**src/rtl/ps2_pkg.sv**
```systemverilog
`default_nettype none
// ============================================================================
// Package     : ps2_pkg
// Description : Shared PS/2 receiver types: FSM state encoding, frame widths
//               and the idle bus level used to preset the synchronisers.
// Revision    : 1.0 - initial release
// ============================================================================
package ps2_pkg;

    typedef enum logic [1:0] {
        IDLE   = 2'd0,
        DATA   = 2'd1,
        PARITY = 2'd2,
        STOP   = 2'd3
    } ps2_state_e;

    localparam int   PS2_DATA_BITS  = 8;
    localparam logic PS2_IDLE_LEVEL = 1'b1;

endpackage
`default_nettype wire

```
**src/rtl/ps2_rx_fifo.sv**
```systemverilog
`default_nettype none
// ============================================================================
// Module      : ps2_rx_fifo
// Description : Small synchronous scancode FIFO with a registered head output.
// Revision    : 1.0 - initial release
// ============================================================================
module ps2_rx_fifo
    import ps2_pkg::*;
#(
    parameter int FIFO_DEPTH = 4
) (
    input  logic                     clk,
    input  logic                     reset,
    input  logic                     push,
    input  logic [PS2_DATA_BITS-1:0] din,
    input  logic                     pop,
    output logic [PS2_DATA_BITS-1:0] dout,
    output logic                     empty,
    output logic                     full
);

    localparam int            AW        = $clog2(FIFO_DEPTH);
    localparam logic [AW:0]   DEPTH_CNT = FIFO_DEPTH[AW:0];
    localparam logic [AW:0]   ONE_CNT   = {{AW{1'b0}}, 1'b1};

    logic [PS2_DATA_BITS-1:0] mem_q [FIFO_DEPTH];
    logic [AW-1:0]            wr_ptr_q, wr_ptr_d;
    logic [AW-1:0]            rd_ptr_q, rd_ptr_d;
    logic [AW:0]              count_q, count_d;
    logic [PS2_DATA_BITS-1:0] dout_q, dout_d;
    logic                     pop_ok;
    logic                     push_ok;

    assign empty = (count_q == '0);
    assign full  = (count_q == DEPTH_CNT);
    assign dout  = dout_q;

    always_comb begin
        pop_ok   = pop & ~empty;
        push_ok  = push & (~full | pop_ok);
        wr_ptr_d = wr_ptr_q;
        rd_ptr_d = rd_ptr_q;
        if (push_ok) wr_ptr_d = wr_ptr_q + 1'b1;
        if (pop_ok)  rd_ptr_d = rd_ptr_q + 1'b1;
        case ({push_ok, pop_ok})
            2'b10:   count_d = count_q + 1'b1;
            2'b01:   count_d = count_q - 1'b1;
            default: count_d = count_q;
        endcase
        // A lone surviving entry that is being written right now is the new head.
        if (push_ok && count_d == ONE_CNT) begin
            dout_d = din;
        end else if (count_d != '0) begin
            dout_d = mem_q[rd_ptr_d];
        end else begin
            dout_d = dout_q;
        end
    end

    always_ff @(posedge clk) begin
        if (push_ok) mem_q[wr_ptr_q] <= din;
    end

    always_ff @(posedge clk or posedge reset) begin
        if (reset) begin
            wr_ptr_q <= '0;
            rd_ptr_q <= '0;
            count_q  <= '0;
            dout_q   <= '0;
        end else begin
            wr_ptr_q <= wr_ptr_d;
            rd_ptr_q <= rd_ptr_d;
            count_q  <= count_d;
            dout_q   <= dout_d;
        end
    end

endmodule
`default_nettype wire

```
**src/rtl/ps2_rx_ctrl.sv**
```systemverilog
`default_nettype none
// ============================================================================
// Module      : ps2_rx_ctrl
// Description : PS/2 receive controller: synchronise, deframe, check, queue.
//               Define PS2_RX_ERRCOUNT_EN to build the saturating error counter.
// Revision    : 1.0 - initial release
// ============================================================================
module ps2_rx_ctrl
    import ps2_pkg::*;
#(
    parameter int FIFO_DEPTH     = 4,
    parameter int TIMEOUT_CYCLES = 20000
) (
    input  logic       clk,
    input  logic       reset,
    input  logic       ps2Clk,
    input  logic       ps2Data,
    input  logic       rxRead,
    input  logic       clearErr,
    output logic [7:0] rxData,
    output logic       rxValid,
    output logic       busy,
    output logic       parityErr,
    output logic       frameErr,
    output logic       overflow,
    output logic [7:0] errCount
);

    localparam int                 TMR_W    = $clog2(TIMEOUT_CYCLES + 1);
    localparam int                 BIT_W    = $clog2(PS2_DATA_BITS);
    localparam logic [TMR_W-1:0]   TMR_LAST = TMR_W'(TIMEOUT_CYCLES - 1);
    localparam logic [BIT_W-1:0]   BIT_LAST = BIT_W'(PS2_DATA_BITS - 1);

    // [0],[1] synchroniser stages, [2] previous sample for edge detection
    logic [2:0]               ck_sync_q;
    logic [1:0]               dt_sync_q;
    logic                     fall;
    logic                     rx_bit;

    ps2_state_e               state_q, state_d;
    logic [BIT_W-1:0]         bit_cnt_q, bit_cnt_d;
    logic [PS2_DATA_BITS-1:0] shift_q, shift_d;
    logic                     parity_q, parity_d;
    logic [TMR_W-1:0]         timer_q, timer_d;

    logic                     push;
    logic                     perr_set;
    logic                     ferr_set;
    logic                     ovf_set;
    logic                     fifo_empty;
    logic                     fifo_full;
    logic                     parity_err_q, frame_err_q, overflow_q;

    assign fall   = ck_sync_q[2] & ~ck_sync_q[1];
    assign rx_bit = dt_sync_q[1];

    always_ff @(posedge clk or posedge reset) begin
        if (reset) begin
            ck_sync_q <= {3{PS2_IDLE_LEVEL}};
            dt_sync_q <= {2{PS2_IDLE_LEVEL}};
        end else begin
            ck_sync_q <= {ck_sync_q[1:0], ps2Clk};
            dt_sync_q <= {dt_sync_q[0], ps2Data};
        end
    end

    always_comb begin
        state_d   = state_q;
        bit_cnt_d = bit_cnt_q;
        shift_d   = shift_q;
        parity_d  = parity_q;
        timer_d   = (state_q == IDLE) ? '0 : timer_q + 1'b1;
        push      = 1'b0;
        perr_set  = 1'b0;
        ferr_set  = 1'b0;
        if (fall) begin
            timer_d = '0;
            case (state_q)
                IDLE: begin
                    if (!rx_bit) begin
                        state_d   = DATA;
                        bit_cnt_d = '0;
                    end
                end
                DATA: begin
                    shift_d   = {rx_bit, shift_q[PS2_DATA_BITS-1:1]};
                    bit_cnt_d = bit_cnt_q + 1'b1;
                    if (bit_cnt_q == BIT_LAST) state_d = PARITY;
                end
                PARITY: begin
                    parity_d = rx_bit;
                    state_d  = STOP;
                end
                STOP: begin
                    // A bad stop bit outranks bad parity.
                    if (!rx_bit)                    ferr_set = 1'b1;
                    else if (^{shift_q, parity_q})  push     = 1'b1;
                    else                            perr_set = 1'b1;
                    state_d = IDLE;
                end
                default: state_d = IDLE;
            endcase
        end else if (state_q != IDLE && timer_q == TMR_LAST) begin
            state_d  = IDLE;
            timer_d  = '0;
            ferr_set = 1'b1;
        end
    end

    always_ff @(posedge clk or posedge reset) begin
        if (reset) begin
            state_q   <= IDLE;
            bit_cnt_q <= '0;
            shift_q   <= '0;
            parity_q  <= 1'b0;
            timer_q   <= '0;
        end else begin
            state_q   <= state_d;
            bit_cnt_q <= bit_cnt_d;
            shift_q   <= shift_d;
            parity_q  <= parity_d;
            timer_q   <= timer_d;
        end
    end

    ps2_rx_fifo #(
        .FIFO_DEPTH (FIFO_DEPTH)
    ) u_fifo (
        .clk   (clk),
        .reset (reset),
        .push  (push),
        .din   (shift_q),
        .pop   (rxRead),
        .dout  (rxData),
        .empty (fifo_empty),
        .full  (fifo_full)
    );

    assign ovf_set = push & fifo_full & ~(rxRead & ~fifo_empty);

    always_ff @(posedge clk or posedge reset) begin
        if (reset) begin
            parity_err_q <= 1'b0;
            frame_err_q  <= 1'b0;
            overflow_q   <= 1'b0;
        end else begin
            if (perr_set)      parity_err_q <= 1'b1;
            else if (clearErr) parity_err_q <= 1'b0;
            if (ferr_set)      frame_err_q  <= 1'b1;
            else if (clearErr) frame_err_q  <= 1'b0;
            if (ovf_set)       overflow_q   <= 1'b1;
            else if (clearErr) overflow_q   <= 1'b0;
        end
    end

`ifdef PS2_RX_ERRCOUNT_EN
    logic       any_set;
    logic [7:0] err_cnt_q, err_cnt_d;

    assign any_set = perr_set | ferr_set | ovf_set;

    always_comb begin
        err_cnt_d = err_cnt_q;
        if (clearErr)                          err_cnt_d = any_set ? 8'd1 : 8'd0;
        else if (any_set && err_cnt_q != 8'hFF) err_cnt_d = err_cnt_q + 8'd1;
    end

    always_ff @(posedge clk or posedge reset) begin
        if (reset) err_cnt_q <= 8'd0;
        else       err_cnt_q <= err_cnt_d;
    end

    assign errCount = err_cnt_q;
`else
    assign errCount = 8'h00;
`endif

    assign rxValid   = ~fifo_empty;
    assign busy      = (state_q != IDLE);
    assign parityErr = parity_err_q;
    assign frameErr  = frame_err_q;
    assign overflow  = overflow_q;

endmodule
`default_nettype wire

```
**config.mk**
```make
export PLATFORM = sky130hd
export DESIGN_NAME = ps2_rx_ctrl
export DESIGN_NICKNAME = d
export VERILOG_FILES = /design/src/rtl/ps2_pkg.sv /design/src/rtl/ps2_rx_fifo.sv /design/src/rtl/ps2_rx_ctrl.sv
export SDC_FILE = /design/constraint.sdc
export NUM_CORES = 1
export LEC_CHECK = 0
export CORE_MARGIN = 2
export CORE_UTILIZATION = 60
export CTS_CLUSTER_DIAMETER = 80
export DETAILED_ROUTE_END_ITERATION = 10
export GPL_ROUTABILITY_DRIVEN = 0
export PLACE_DENSITY = 0.81
export SYNTH_ARGS = -nofsm -noshare
export SYNTH_HDL_FRONTEND = slang
export SYNTH_HIERARCHICAL = 1
export SYNTH_SLANG_ARGS = --single-unit
```
**constraint.sdc**
```tcl
create_clock -name clk -period 10.3 [get_ports clk]
set_input_delay 1.03 -clock clk [delete_from_list [all_inputs] [get_ports clk]]
set_output_delay 1.03 -clock clk [all_outputs]
set_load 0.03 [all_outputs]
```
; Yosys cells after proc, flatten, opt, wreduce, memory -nomap -nowiden
; Memories as Yosys holds them, arrays and structs flattened.
; Cells that the tools add are included.
[word_totals]
register_bits = 52
mem_bits_rw = 32
output_inout_bits = 21
n_memories = 1
[mem_list]
columns = memory, words, word_bits, read_ports, rd_ports_with_merged_regs, write_ports, line_no
row1 = u_fifo.mem_q, 4, 8, 1, 0, 1, ps2_rx_fifo.sv:26  ; logic [PS2_DATA_BITS-1:0] mem_q [FIFO_DEPTH];
[classes]
addsub = 6
n_eq_ne = 12
muxes = 32
n_bitwise = 10
n_reduce_logical = 17
[ops]
columns = operator, count
row1 = 15-bit two-way mux, 3
row2 = 1-bit two-way mux, 18
row3 = 8-bit two-way mux, 2
row4 = 15-bit by 1-bit adder with 15-bit output (second input constant), 1
row5 = 15-bit equality test (second input constant), 1
row6 = 2-bit nonzero test, 7
row7 = 3-bit case mux with 2 select lines, 2
row8 = 2-bit two-way mux, 5
row9 = 9-bit XOR reduction, 1
row10 = 2-bit case mux with 4 select lines, 1
row11 = 3-bit by 1-bit adder with 3-bit output (second input constant), 2
row12 = 2-bit equality test (second input constant), 3
row13 = 3-bit equality test (second input constant), 2
row14 = 3-bit inequality test (second input constant), 2
row15 = 3-bit AND reduction, 2
row16 = 1-bit bitwise AND, 5
row17 = 2-bit by 1-bit adder with 2-bit output (second input constant), 2
row18 = 2-bit by 1-bit equality test with 1-bit output (second input constant), 2
row19 = 1-bit NOT, 4
row20 = 2-bit AND reduction, 2
row21 = 3-bit by 1-bit equality test with 1-bit output (second input constant), 1
row22 = 3-bit logical NOT, 1
row23 = 3-bit two-way mux, 1
row24 = 3-bit nonzero test, 1
row25 = other kinds (5), 6

; Depth between registers and ports, before layout
; Gate-level depths: netlist of the first run.
[depth]
ltp_word = 11
depth_mapped = 13
depth_no_buf = 11

; Hierarchy
; Netlist of the first run, hierarchy kept.
[by_module_without_submodules]
columns = module, instances, cells_each, area_per_inst_um2
row1 = ps2_rx_fifo, 1, 154, 2255.9
row2 = ps2_rx_ctrl, 1, 179, 1874.3

; Worst setup path before layout of the first run
; Ideal clock, no wire load.
[synth_path]
path_type = register -> register
startpoint = reg shift_q[3]
endpoint = reg u_fifo.dout_q[0] (netlist: u_fifo/dout[0])
setup_time_ns = 0.121
t_arrival_ns = 3.290
required_ns = 10.179
slack_ns = 6.889
stages_incl_launch_ff = 13
path_buffers = 1
path_cell_list = dfrtp_1 > xor2_1 > xnor3_1 > xnor2_1 > nor2_1 > buf_2 > or2_2 > fa_1 > or3b_2 > o22ai_1 > a221o_1 > a211o_1 > a22o_1
[synth_between]
elab_chain_len = 11
elab_cells_between_ends = 14
[synth_lines]
columns = item, line_no
row1 = from (decl), ps2_rx_ctrl.sv:42  ; logic [PS2_DATA_BITS-1:0] shift_q, shift_d;
row2 = from (signal assigned), ps2_rx_ctrl.sv:120  ; shift_q <= shift_d;
row3 = 9-bit XOR reduction *, ps2_rx_ctrl.sv:97  ; else if (^{shift_q, parity_q}) push = 1'b1;
row4 = 1-bit two-way mux *, ps2_rx_ctrl.sv:97
row5 = 1-bit two-way mux *, ps2_rx_ctrl.sv:96  ; if (!rx_bit) ferr_set = 1'b1;
row6 = 1-bit two-way mux *, ps2_rx_ctrl.sv:78  ; case (state_q)
row7 = 1-bit two-way mux *, ps2_rx_ctrl.sv:76  ; if (fall) begin
row8 = via push, ps2_rx_ctrl.sv:46  ; logic push;
row9 = 1-bit bitwise AND *, ps2_rx_fifo.sv:40  ; push_ok = push & (~full | pop_ok);
row10 = 2-bit by 1-bit equality test with 1-bit output or 2-bit equality test (tied branches), ps2_rx_fifo.sv:45  ; case ({push_ok, pop_ok})
row11 = 3-bit case mux with 2 select lines *, ps2_rx_fifo.sv:45
row12 = via u_fifo.count_d[2], ps2_rx_fifo.sv:29  ; logic [AW:0] count_q, count_d;
row13 = 3-bit by 1-bit equality test with 1-bit output, ps2_rx_fifo.sv:51  ; if (push_ok && count_d == ONE_CNT) begin
row14 = 1-bit logical AND, ps2_rx_fifo.sv:51
row15 = 8-bit two-way mux or 2-bit nonzero test (tied branches), -
row16 = to (signal assigned), ps2_rx_fifo.sv:74  ; dout_q <= dout_d;
row17 = to (decl), ps2_rx_fifo.sv:30  ; logic [PS2_DATA_BITS-1:0] dout_q, dout_d;
; The timed path passes the listed nets; every way through them passes the cells marked *.
; A chain may end at the register's enable or synchronous reset.

; Worst setup path after layout of the first run
[layout_path]
startpoint = reg shift_q[3]
endpoint = reg u_fifo.dout_q[4] (netlist: u_fifo/dout[4])
; The elaborated chain is that of the path after synthesis.

==> results.md, run 1 <==
* Status: complete, no violations
* Antenna violations before repair at 0
* Switching Power at 0.437 mW
* P per Cell Area at 263 nW/um^2
* Post-DR vias/cell at 5.74
* Portion of total power attributed to sequential cells at 41.5%
* Initial Utilization at 61.5%
* Final net count at 368
* Length of the first detailed-routing pass in iterations at 4
* Maximum VDD drop at 0.150 mV
* Wirelength, routed at 6850 um
* Quantity of I/O buffers inserted on ports at 18
* DR vias at 2495
* Share of synthesized registers carrying an async set or reset at 61.9%
* Setup repair after global routing missed its margin: false
* Commonest cells after routing, fill and taps aside: 47 x sky130_fd_sc_hd__dfrtp_1, 32 x sky130_fd_sc_hd__edfxtp_1, 28 x sky130_fd_sc_hd__inv_1, 25 x sky130_fd_sc_hd__nand2_1, 18 x sky130_fd_sc_hd__clkdlybuf4s50_1
* Hpwl dp at 4900 um
* Number of distinct library cells after synthesis at 61
* Yosys warning count at 6
* Leakage power summed over all cells at 1.89 nW
* Residual DRC at 0
* Mean instance size in the synthesized netlist at 12.4 um^2
* Final period utilization at 37.0%
* Worst-Skew Late Latency at 0.34 ns
* Post-CTS resize count at 0
* Combinational group share of total power at 41.6%
* Average wire length per cell after detail routing at 15.7 um
* Number of flip-flops and latches in the synthesized netlist at 84
* Cells after Synth at 333
* Buffering stage count on the worst path with inverters included at 0
* Portion of total power attributed to the clock network at 16.9%
* Number of hold-slack violations in the final timing report at 0
* Max Fanout on Critical Path at 11
* I/O pin cnt at 27
* Floorplan die width at 87.0 um
* Clock-pin slew on the worst setup and hold paths at 0.08 ns
* Number of H-tree levels at 3
* Number of maximum-capacitance violations at 0
* Area enclosed by the die boundary at 7560 um^2
* Achievable frequency at 0.262 GHz
* Worst-margin pin slew at 0.982 ns
* Kind of critical path: reg2reg
* Max incr delay on CP at 0.47 ns
* Maximum number of pins on one net before global-route repair at 38
* 1st-iter DRT viols at 123
* Share of layout cells above drive strength 1 at 10.4%
* Filler cell count at 477
* P_int at 0.744 mW
* Buffer levels on the longest clock path at 2
* Area inside the core boundary at 6720 um^2
* Fin Setup TNS at 0 ns
* Primary FF master, synth: sky130_fd_sc_hd__dfrtp_1
* Number of pins with negative max-slew slack in the final report at 0
* Utilization of the core after routing at 66.8%
* Chain of cells forming the critical path: xor2_1 -> xnor3_1 -> xnor2_1 -> nor2_1 -> or2_2 -> fa_1 -> or3b_2 -> o22ai_1 -> a221o_1 -> a211o_1 -> a22o_1
* Count of final setup violators at 0
* Dominant delay contributor by cell family on the critical path: compound AO/OA/AOI/OAI gates
* Class of the tightest hold or removal check: reg2reg
* Clk Tree Root Cell: sky130_fd_sc_hd__clkbuf_8
* Count of flip-flops with a built-in enable after synthesis at 32
* CP endpoint kind: register
* Clock tree from TritonCTS: built
* Time the worst path needs with I/O delays and setup at 3.81 ns
* Hold buffer count at cts at 0
* Startpoint types: register
* Overall routing resource usage at 19.9%
* Global-route wire length before repair at 11400 um
* Height of the die at 87.0 um
* Buffers inserted during post-CTS setup optimization at 0
* Antenna-violating nets left at 0
* Num CTS Buffers at 9
* Global route total overflow at 0
* Vias in the first global route at 2528
* Mapped Area at 4130 um^2
* Arrival time reported for the critical path endpoint at 4.04 ns
* Count of inserted antenna diode cells at 0
* Max_slew headroom at 34.1%
* Site Rows at 30
* Fraction of power spent switching nets at 37.0%
* Layout Skew at 0.00744 ns
* Cell with the biggest individual delay on the critical path: sky130_fd_sc_hd__dfrtp_1
* Sequential share of the synthesized area at 54.9%
* Data required time of the worst path at 10.52 ns
* Area growth from synthesis to layout at 8.66%
* Sink count of the clock tree at 84
* Commonest non-fill, non-tap cell in the layout: sky130_fd_sc_hd__dfrtp_1
## cell type report
type | count | area (um^2) | share of cell area (%)
multi-input combinational | 207 | 1650 | 36.8
inverter | 28 | 105 | 2.34
timing repair buffer | 20 | 195 | 4.35
clock buffer | 10 | 128 | 2.84
sequential | 84 | 2270 | 50.5
tap | 80 | 100 | 2.23
clock inverter | 6 | 41.3 | 0.920
## synthesized netlist by cell type, types with 2 or more instances
cell	instances	area (um^2)
sky130_fd_sc_hd__nand2b_1	9	56.3
sky130_fd_sc_hd__nor3_1	3	15.0
sky130_fd_sc_hd__a21oi_1	4	20.0
sky130_fd_sc_hd__a22oi_1	2	15.0
sky130_fd_sc_hd__xor2_1	11	96.3
sky130_fd_sc_hd__mux2_2	7	78.8
sky130_fd_sc_hd__and2_1	5	31.3
sky130_fd_sc_hd__edfxtp_1	32	961
sky130_fd_sc_hd__a22o_1	9	78.8
sky130_fd_sc_hd__nand3_1	12	60.1
sky130_fd_sc_hd__ha_1	11	138
sky130_fd_sc_hd__xnor2_1	9	78.8
sky130_fd_sc_hd__nor2b_1	2	12.5
sky130_fd_sc_hd__o21a_1	3	22.5
sky130_fd_sc_hd__nand4_1	4	25.0
sky130_fd_sc_hd__nor3b_1	2	15.0
sky130_fd_sc_hd__and3_1	2	12.5
sky130_fd_sc_hd__or3b_2	2	17.5
sky130_fd_sc_hd__dfrtp_1	47	1180
sky130_fd_sc_hd__buf_4	11	82.6
sky130_fd_sc_hd__clkbuf_1	4	15.0
sky130_fd_sc_hd__nor2_1	17	63.8
sky130_fd_sc_hd__mux4_1	8	210
sky130_fd_sc_hd__nand2_1	25	93.8
sky130_fd_sc_hd__o22ai_1	4	25.0
sky130_fd_sc_hd__inv_1	28	105
sky130_fd_sc_hd__mux2i_1	11	110
sky130_fd_sc_hd__o21ai_0	9	45.0
sky130_fd_sc_hd__dfstp_2	5	131
sky130_fd_sc_hd__buf_2	4	20.0
## through the flow
step	hold slack [ns]	power [mW]	cell area [um^2]	worst slack, ns	instances
floorplan	0.345	0.868	4160	6.89	340
global placement	0.348	0.967	4320	6.39	419
detailed placement	0.351	0.991	4320	6.30	419
CTS	0.364	1.19	4490	6.47	435
global route	0.366	1.26	4490	6.27	435
finish	0.362	1.18	4490	6.49	435
## final timing paths
path                       cells after the start                   start                             end  slack, ns
max reg2reg                                   11  shift_q[3]$_DFFE_PP0P_      u_fifo/dout[4]$_DFFE_PP0P_       6.49
max                                           11  shift_q[3]$_DFFE_PP0P_      u_fifo/dout[4]$_DFFE_PP0P_       6.49
min                                            0  dt_sync_q[0]$_DFF_PP1_          dt_sync_q[1]$_DFF_PP1_       0.36
max in group asynchronous                      2                   reset  u_fifo/wr_ptr_q[1]$_DFFE_PP0P_       8.81
min in group asynchronous                      2                   reset    u_fifo/rd_ptr_q[0]$_DFF_PP0_       1.08
min reg2reg                                    0  dt_sync_q[0]$_DFF_PP1_          dt_sync_q[1]$_DFF_PP1_       0.36
## sequential cells by signal, summed over array words and instances, names as in the netlist
register         count
u_fifo/mem_q        32
timer_q             15
shift_q              8
u_fifo/dout          8
bit_cnt_q            3
ck_sync_q            3
u_fifo/count_q       3
dt_sync_q            2
state_q              2
u_fifo/rd_ptr_q      2
u_fifo/wr_ptr_q      2
frameErr             1
overflow             1
parityErr            1
parity_q             1
## metal layers
metal  wire [um]  global-route usage (%)  up-vias
li1            -                       -     1197
met5           0                       0        -
met2        3540                    34.6       55
met1        2970                    23.9     1230
met4         107                    8.52        0
met3         234                    4.08       13
## cells by family after synthesis
group                    synth area share [%]
adder cells (fa/ha/maj)                  3.82
multiplexers                             9.66
buffers and inverters                    5.76
flip-flops                               54.9
AO/OA/AOI/OAI                            7.36
other                                  0.0908
AND/OR/NAND/NOR                          12.9
XOR/XNOR                                 5.45
## power by group through the flow
stage	Sequential (mW)	Combinational, mW	Clock (mW)
detailed placement	0.497	0.493	0
global route	0.501	0.537	0.221
floorplan	0.501	0.367	0
CTS	0.490	0.494	0.206
global placement	0.491	0.476	0
finish	0.490	0.491	0.200
Note: power is estimated with default switching activity, not from simulation.
==> inputs of run 2 (changes only) <==
--- a/config.mk
+++ b/config.mk
@@ -6,11 +6,11 @@
 export NUM_CORES = 1
 export LEC_CHECK = 0
 export CORE_MARGIN = 2
-export CORE_UTILIZATION = 60
+export CORE_UTILIZATION = 53
 export CTS_CLUSTER_DIAMETER = 80
 export DETAILED_ROUTE_END_ITERATION = 10
 export GPL_ROUTABILITY_DRIVEN = 0
-export PLACE_DENSITY = 0.81
+export PLACE_DENSITY = 0.76
 export SYNTH_ARGS = -nofsm -noshare
 export SYNTH_HDL_FRONTEND = slang
 export SYNTH_HIERARCHICAL = 1
==> constraint.sdc (replaced) <==
create_clock -name clk -period 3.2 [get_ports clk]
set_input_delay 0.32 -clock clk [delete_from_list [all_inputs] [get_ports clk]]
set_output_delay 0.32 -clock clk [all_outputs]
set_load 0.03 [all_outputs]
==> results.md, run 2 (same netlist as run 1, synthesis figures left out) <==
* Global-route wire length before repair at 12100 um (+6.0%)
* 1st-iter DRT viols at 115 (-6.5%)
* Data required time of the worst path at 3.44 ns (-7.08 ns)
* Hold buffer count at cts at 0 (unchanged)
* Max_slew headroom at 48.1% (+14 points)
* Share of layout cells above drive strength 1 at 15.7% (+5.3 points)
* Fin Setup TNS at 0 ns (unchanged)
* CP endpoint kind: register
* Wirelength, routed at 7070 um (+3.3%)
* Post-DR vias/cell at 5.37 (-6.3%)
* Area inside the core boundary at 7650 um^2 (+14%)
* Antenna-violating nets left at 0 (unchanged)
* Timing startpoint of the critical path: shift_q[4]$_DFFE_PP0P_
* Number of hold-slack violations in the final timing report at 0 (unchanged)
* Antenna violations before repair at 0 (unchanged)
* Worst hold margin at 0.358 ns (-0.00406 ns)
* Status: complete, no violations
* Floorplan die width at 92.3 um (+6.1%)
* Register with the most flip-flops: u_fifo/mem_q
* Logic depth of the worst register-to-register path at 11 (unchanged)
* Buffer levels on the longest clock path at 2 (unchanged)
* Quantity of I/O buffers inserted on ports at 18 (unchanged)
* Sink count of the clock tree at 84 (unchanged)
* Worst hold path stage count at 0 (unchanged)
* Commonest cells after routing, fill and taps aside: 47 x sky130_fd_sc_hd__dfrtp_1, 32 x sky130_fd_sc_hd__edfxtp_1, 28 x sky130_fd_sc_hd__inv_1, 25 x sky130_fd_sc_hd__nand2_1, 18 x sky130_fd_sc_hd__clkdlybuf4s50_1
* Setup repair after global routing missed its margin: true
* Residual DRC at 0 (unchanged)
* Commonest non-fill, non-tap cell in the layout: sky130_fd_sc_hd__dfrtp_1
* Power consumption at 4.39 mW (+270%)
* Class of the tightest hold or removal check: reg2reg
* Worst-Skew Late Latency at 0.34 ns (about the same)
* Filler cell count at 601 (+26%)
* End of the worst register-to-register path: u_fifo/dout[1]$_DFFE_PP0P_
* Post-Place Worst Slack at 0.0321 ns (-6.27 ns)
* Maximum VDD drop at 0.411 mV (+170%)
* R2R setup slack at 0.05 ns (-6.43 ns)
* Num CTS Buffers at 9 (unchanged)
* Achievable frequency at 0.318 GHz (+21%)
* Time the worst path needs with I/O delays and setup at 3.15 ns (-0.667 ns)
* Leakage power summed over all cells at 2.03 nW (+7.2%)
* Layout Skew at 0.00701 ns (-0.000439 ns)
* Number of H-tree levels at 3 (unchanged)
* Worst-margin pin slew at 0.776 ns (-0.206 ns)
* P per Cell Area at 926 nW/um^2 (+250%)
* Max Fanout on Critical Path at 8 (-3)
* I/O pin cnt at 27 (unchanged)
* Number of maximum-capacitance violations at 0 (unchanged)
* Final net count at 382 (+3.8%)
* Average wire length per cell after detail routing at 15.0 um (-4.6%)
* Arrival time reported for the critical path endpoint at 3.38 ns (-0.66 ns)
* Site Rows at 32 (+6.7%)
* Flip-flop count of the largest register after layout at 32 (unchanged)
* End point of the critical path: u_fifo/dout[1]$_DFFE_PP0P_
* Area growth from synthesis to layout at 14.9%
* Overall routing resource usage at 18.5% (-1.3 points)
* DR vias at 2530 (+1.4%)
* Count of inserted antenna diode cells at 0 (unchanged)
* Hpwl dp at 5100 um (+4.2%)
* Clock tree from TritonCTS: built
* Clk Tree Root Cell: sky130_fd_sc_hd__clkbuf_8
* Startpoint types: register
* Clock-pin slew on the worst setup and hold paths at 0.08 ns (about the same)
* Final period utilization at 98.3% (+61 points)
* Height of the die at 92.3 um (+6.1%)
* Final worst setup slack at 0.0547 ns (-6.43 ns)
* Regs by FF count: u_fifo/mem_q (32), timer_q (15)
* Worst flop-to-flop path startpoint: shift_q[4]$_DFFE_PP0P_
* Count of final setup violators at 0 (unchanged)
* Maximum number of pins on one net before global-route repair at 38 (unchanged)
* Kind of critical path: reg2reg
* Number of pins with negative max-slew slack in the final report at 0 (unchanged)
* Initial Utilization at 54.0% (-7.5 points)
* Vias in the first global route at 2525 (-0.12%)
* Global route total overflow at 0 (unchanged)
* Area enclosed by the die boundary at 8510 um^2 (+13%)
* Length of the first detailed-routing pass in iterations at 4 (unchanged)
[run 2: worst max-delay path: stages (launching register included)]
cell,delay [ns]
sky130_fd_sc_hd__dfrtp_1,0.39
sky130_fd_sc_hd__xnor2_1,0.15
sky130_fd_sc_hd__xnor3_1,0.45
sky130_fd_sc_hd__xnor2_2,0.18
sky130_fd_sc_hd__nor2_2,0.06
sky130_fd_sc_hd__or2_4,0.25
sky130_fd_sc_hd__fa_2,0.37
sky130_fd_sc_hd__or3b_2,0.21
sky130_fd_sc_hd__o22ai_1,0.06
sky130_fd_sc_hd__a221o_1,0.35
sky130_fd_sc_hd__a211o_4,0.33
sky130_fd_sc_hd__a22o_1,0.24
[run 2: worst min path at each step]
stage                           startpoint                           to
floorplan                            reset  u_fifo/count_q[0]$_DFF_PP0_
global placement    dt_sync_q[0]$_DFF_PP1_       dt_sync_q[1]$_DFF_PP1_
CTS                                 ps2Clk       ck_sync_q[0]$_DFF_PP1_
detailed placement  ck_sync_q[0]$_DFF_PP1_       ck_sync_q[1]$_DFF_PP1_
finish              dt_sync_q[0]$_DFF_PP1_       dt_sync_q[1]$_DFF_PP1_
global route                        ps2Clk       ck_sync_q[0]$_DFF_PP1_
[run 2: power by group]
| group | internal, mW | leakage [nW] | switching [mW] |
|---|---|---|---|
| Combinational | 0.966 | 0.934 | 0.936 |
| Sequential | 1.35 | 0.965 | 0.184 |
| Clock | 0.596 | 0.133 | 0.364 |
[run 2: metal layers]
metal | vias up | wire [um] | GRT usage [%]
met2 | 49 | 3660 | 31.9
met5 | - | 0 | 0
met3 | 4 | 238 | 5.26
met4 | 0 | 55 | 5.47
li1 | 1229 | - | -
met1 | 1248 | 3120 | 22.8
[run 2: per-stage QoR]
stage          util, %  std cells  area (um^2)
2_1_floorplan        -        340         4170
3_3_place_gp      58.3        454         4460
3_5_place_dp      58.3        454         4460
4_1_cts           61.7        470         4720
5_1_grt           62.1        471         4750
6_report          62.1        471         4750
[run 2: area by class of cell]
cell class	count	area (um^2)	share of cell area [%]
well taps	102	128	2.69
multi-input cells	207	1680	35.4
clock inverters	7	139	2.93
inverters	28	105	2.21
repair buffers	34	300	6.33
flip-flops and latches	84	2270	47.8
clock buffers	9	124	2.61
[run 2: repair_timing]
action | CTS | global route
gates resized for setup | 0 | 4
setup endpoints to repair | 0 | 8
buffers inserted | 0 | 1
==> inputs of run 3 (changes only) <==
--- a/config.mk
+++ b/config.mk
@@ -7,10 +7,11 @@
 export LEC_CHECK = 0
 export CORE_MARGIN = 2
 export CORE_UTILIZATION = 53
-export CTS_CLUSTER_DIAMETER = 80
+export CTS_CLUSTER_DIAMETER = 150
 export DETAILED_ROUTE_END_ITERATION = 10
 export GPL_ROUTABILITY_DRIVEN = 0
 export PLACE_DENSITY = 0.76
+export REMOVE_ABC_BUFFERS = 1
 export SYNTH_ARGS = -nofsm -noshare
 export SYNTH_HDL_FRONTEND = slang
 export SYNTH_HIERARCHICAL = 1
==> results.md, run 3 (same netlist as run 1, synthesis figures left out) <==
* Status: complete, no violations
* Time the worst path needs with I/O delays and setup at 3.15 ns (+0.00588 ns)
* Initial Utilization at 54.0% (unchanged)
* Number of H-tree levels at 3 (unchanged)
* Number of hold-slack violations in the final timing report at 0 (unchanged)
* Count of final setup violators at 0 (unchanged)
* Fraction of power spent switching nets at 36.3% (+2.5 points)
* Wirelength, routed at 7080 um (about the same)
* Portion of total power attributed to the clock network at 16.3% (-5.6 points)
* Overall routing resource usage at 18.4% (-0.093 points)
* End point of the critical path: u_fifo/dout[3]$_DFFE_PP0P_
* Final period utilization at 98.5% (+0.18 points)
* Regs by FF count: u_fifo/mem_q (32), timer_q (15)
* Switching Power at 1.49 mW (+0.37%)
* CP endpoint kind: register
* Quantity of I/O buffers inserted on ports at 18 (unchanged)
* Logic depth of the worst register-to-register path at 11 (unchanged)
* Length of the first detailed-routing pass in iterations at 4 (unchanged)
* Antenna violations before repair at 0 (unchanged)
* Final worst setup slack at 0.0488 ns (-0.00588 ns)
* Final net count at 385 (+0.79%)
* Startpoint types: register
* Max Fanout on Critical Path at 8 (unchanged)
* Residual DRC at 0 (unchanged)
* Count of inserted antenna diode cells at 0 (unchanged)
* Utilization of the core after routing at 61.2% (-0.88 points)
* Worst-Skew Late Latency at 0.35 ns (about the same)
* Data required time of the worst path at 3.45 ns (about the same)
* Clock-pin slew on the worst setup and hold paths at 0.09 ns (about the same)
* Maximum number of pins on one net before global-route repair at 38 (unchanged)
* Kind of critical path: reg2reg
* Number of pins with negative max-slew slack in the final report at 0 (unchanged)
* Commonest non-fill, non-tap cell in the layout: sky130_fd_sc_hd__dfrtp_1
* Max_slew headroom at 55.8% (+7.7 points)
* Worst flop-to-flop path startpoint: shift_q[3]$_DFFE_PP0P_
* Register with the most flip-flops: u_fifo/mem_q
* Area inside the core boundary at 7650 um^2 (unchanged)
* Commonest cells after routing, fill and taps aside: 47 x sky130_fd_sc_hd__dfrtp_1, 32 x sky130_fd_sc_hd__edfxtp_1, 28 x sky130_fd_sc_hd__inv_1, 25 x sky130_fd_sc_hd__nand2_1, 19 x sky130_fd_sc_hd__buf_4
* Achievable frequency at 0.317 GHz (-0.19%)
* Buffer levels on the longest clock path at 2 (unchanged)
* Timing startpoint of the critical path: shift_q[3]$_DFFE_PP0P_
* Sink count of the clock tree at 84 (unchanged)
* Post-DR vias/cell at 5.36 (-0.20%)
* Area growth from synthesis to layout at 13.3%
* Post-Place Worst Slack at -0.129 ns (-0.162 ns)
* Clk Tree Root Cell: sky130_fd_sc_hd__clkbuf_8
* Average wire length per cell after detail routing at 14.9 um (-0.58%)
* Leakage power summed over all cells at 1.99 nW (-1.8%)
* 1st-iter DRT viols at 156 (+36%)
* DR vias at 2541 (+0.43%)
* Hpwl dp at 4920 um (-3.6%)
* R2R setup slack at 0.05 ns (about the same)
* Class of the tightest hold or removal check: reg2reg
* Maximum VDD drop at 0.500 mV (+22%)
* Height of the die at 92.3 um (unchanged)
* Number of maximum-capacitance violations at 0 (unchanged)
* P per Cell Area at 877 nW/um^2 (-5.3%)
* Flip-flop count of the largest register after layout at 32 (unchanged)
* Clock tree from TritonCTS: built
* Filler cell count at 596 (-0.83%)
* Num CTS Buffers at 9 (unchanged)
* Antenna-violating nets left at 0 (unchanged)
* Worst-margin pin slew at 0.660 ns (-0.115 ns)
* Site Rows at 32 (unchanged)
* End of the worst register-to-register path: u_fifo/dout[3]$_DFFE_PP0P_
* Combinational group share of total power at 46.4% (+3.1 points)
* Setup repair after global routing missed its margin: true
* Area enclosed by the die boundary at 8510 um^2 (unchanged)
* P_int at 2.61 mW (-10%)
* Vias in the first global route at 2486 (-1.5%)
* Portion of total power attributed to sequential cells at 37.2% (+2.4 points)
* I/O pin cnt at 27 (unchanged)
* Global-route wire length before repair at 12100 um (-0.45%)
* Share of layout cells above drive strength 1 at 15.9% (+0.14 points)
* Global route total overflow at 0 (unchanged)
* Floorplan die width at 92.3 um (unchanged)
* Arrival time reported for the critical path endpoint at 3.40 ns (+0.02 ns)
* Layout Skew at 0.0130 ns (+0.00595 ns)
==> run 3: layer usage <==
| layer | up-vias | GRT usage, % | part of all wire (%) |
|---|---|---|---|
| met4 | 0 | 6.34 | 1.5 |
| met2 | 39 | 30.6 | 50 |
| met3 | 8 | 5.01 | 2.9 |
| li1 | 1233 | - | - |
| met5 | - | 0 | 0 |
| met1 | 1261 | 23.5 | 46 |
==> run 3: timing repair <==
item	CTS	global route
resized for setup	6	0
pin swaps	9	3
setup buffers	3	0
hold buffers	0	0
setup endpoints to repair	8	8
==> run 3: layout make-up <==
class / count / area [um^2] / area share (%)
clock inverters: 7 / 50.0 / 1.07
well taps: 102 / 128 / 2.73
inverters: 28 / 105 / 2.25
clock buffers: 9 / 124 / 2.65
repair buffers: 37 / 323 / 6.90
flip-flops and latches: 84 / 2270 / 48.5
multi-input cells: 207 / 1680 / 35.9
==> run 3: worst min-delay path by stage <==
stage | startpoint | endpoint | cells after the start | slack (ns)
2_1_floorplan | reset | u_fifo/count_q[0]$_DFF_PP0_ | 1 | 0.22
3_3_place_gp | dt_sync_q[0]$_DFF_PP1_ | dt_sync_q[1]$_DFF_PP1_ | 0 | 0.35
3_5_place_dp | dt_sync_q[0]$_DFF_PP1_ | dt_sync_q[1]$_DFF_PP1_ | 0 | 0.35
4_1_cts | ps2Clk | ck_sync_q[0]$_DFF_PP1_ | 1 | 0.35
5_1_grt | ps2Data | dt_sync_q[0]$_DFF_PP1_ | 1 | 0.35
6_report | dt_sync_q[0]$_DFF_PP1_ | dt_sync_q[1]$_DFF_PP1_ | 0 | 0.36
==> run 3: per-stage QoR <==
stage / hold WS, ns / instances / total power [mW] / setup TNS (ns) / area, um^2
finish: 0.358 / 474 / 4.10 / 0 / 4680
detailed placement: 0.347 / 455 / 3.31 / -0.862 / 4450
floorplan: 0.221 / 319 / 2.75 / -1.24 / 4020
global placement: 0.347 / 455 / 3.25 / -0.410 / 4450
CTS: 0.348 / 474 / 4.13 / 0 / 4680
global route: 0.350 / 474 / 4.38 / -0.352 / 4680
==> run 3: power by group through the flow <==
stage          combinational, mW  clock [mW]  sequential, mW
2_1_floorplan               1.10           0            1.65
3_3_place_gp                1.72           0            1.53
3_5_place_dp                1.76           0            1.55
4_1_cts                     1.91       0.689            1.53
5_1_grt                     2.08       0.738            1.56
6_report                    1.90       0.671            1.53
==> run 3: worst max-delay path, stage by stage (launching register included) <==
cell and delay (ns):
sky130_fd_sc_hd__dfrtp_1 0.40, sky130_fd_sc_hd__xor2_1 0.15, sky130_fd_sc_hd__xnor3_1 0.44, sky130_fd_sc_hd__xnor2_2 0.16
sky130_fd_sc_hd__nor2_1 0.08, sky130_fd_sc_hd__or2_4 0.23, sky130_fd_sc_hd__fa_2 0.36, sky130_fd_sc_hd__buf_4 0.15
sky130_fd_sc_hd__mux2i_1 0.11, sky130_fd_sc_hd__a221o_1 0.40, sky130_fd_sc_hd__a211o_4 0.33, sky130_fd_sc_hd__a22o_1 0.24
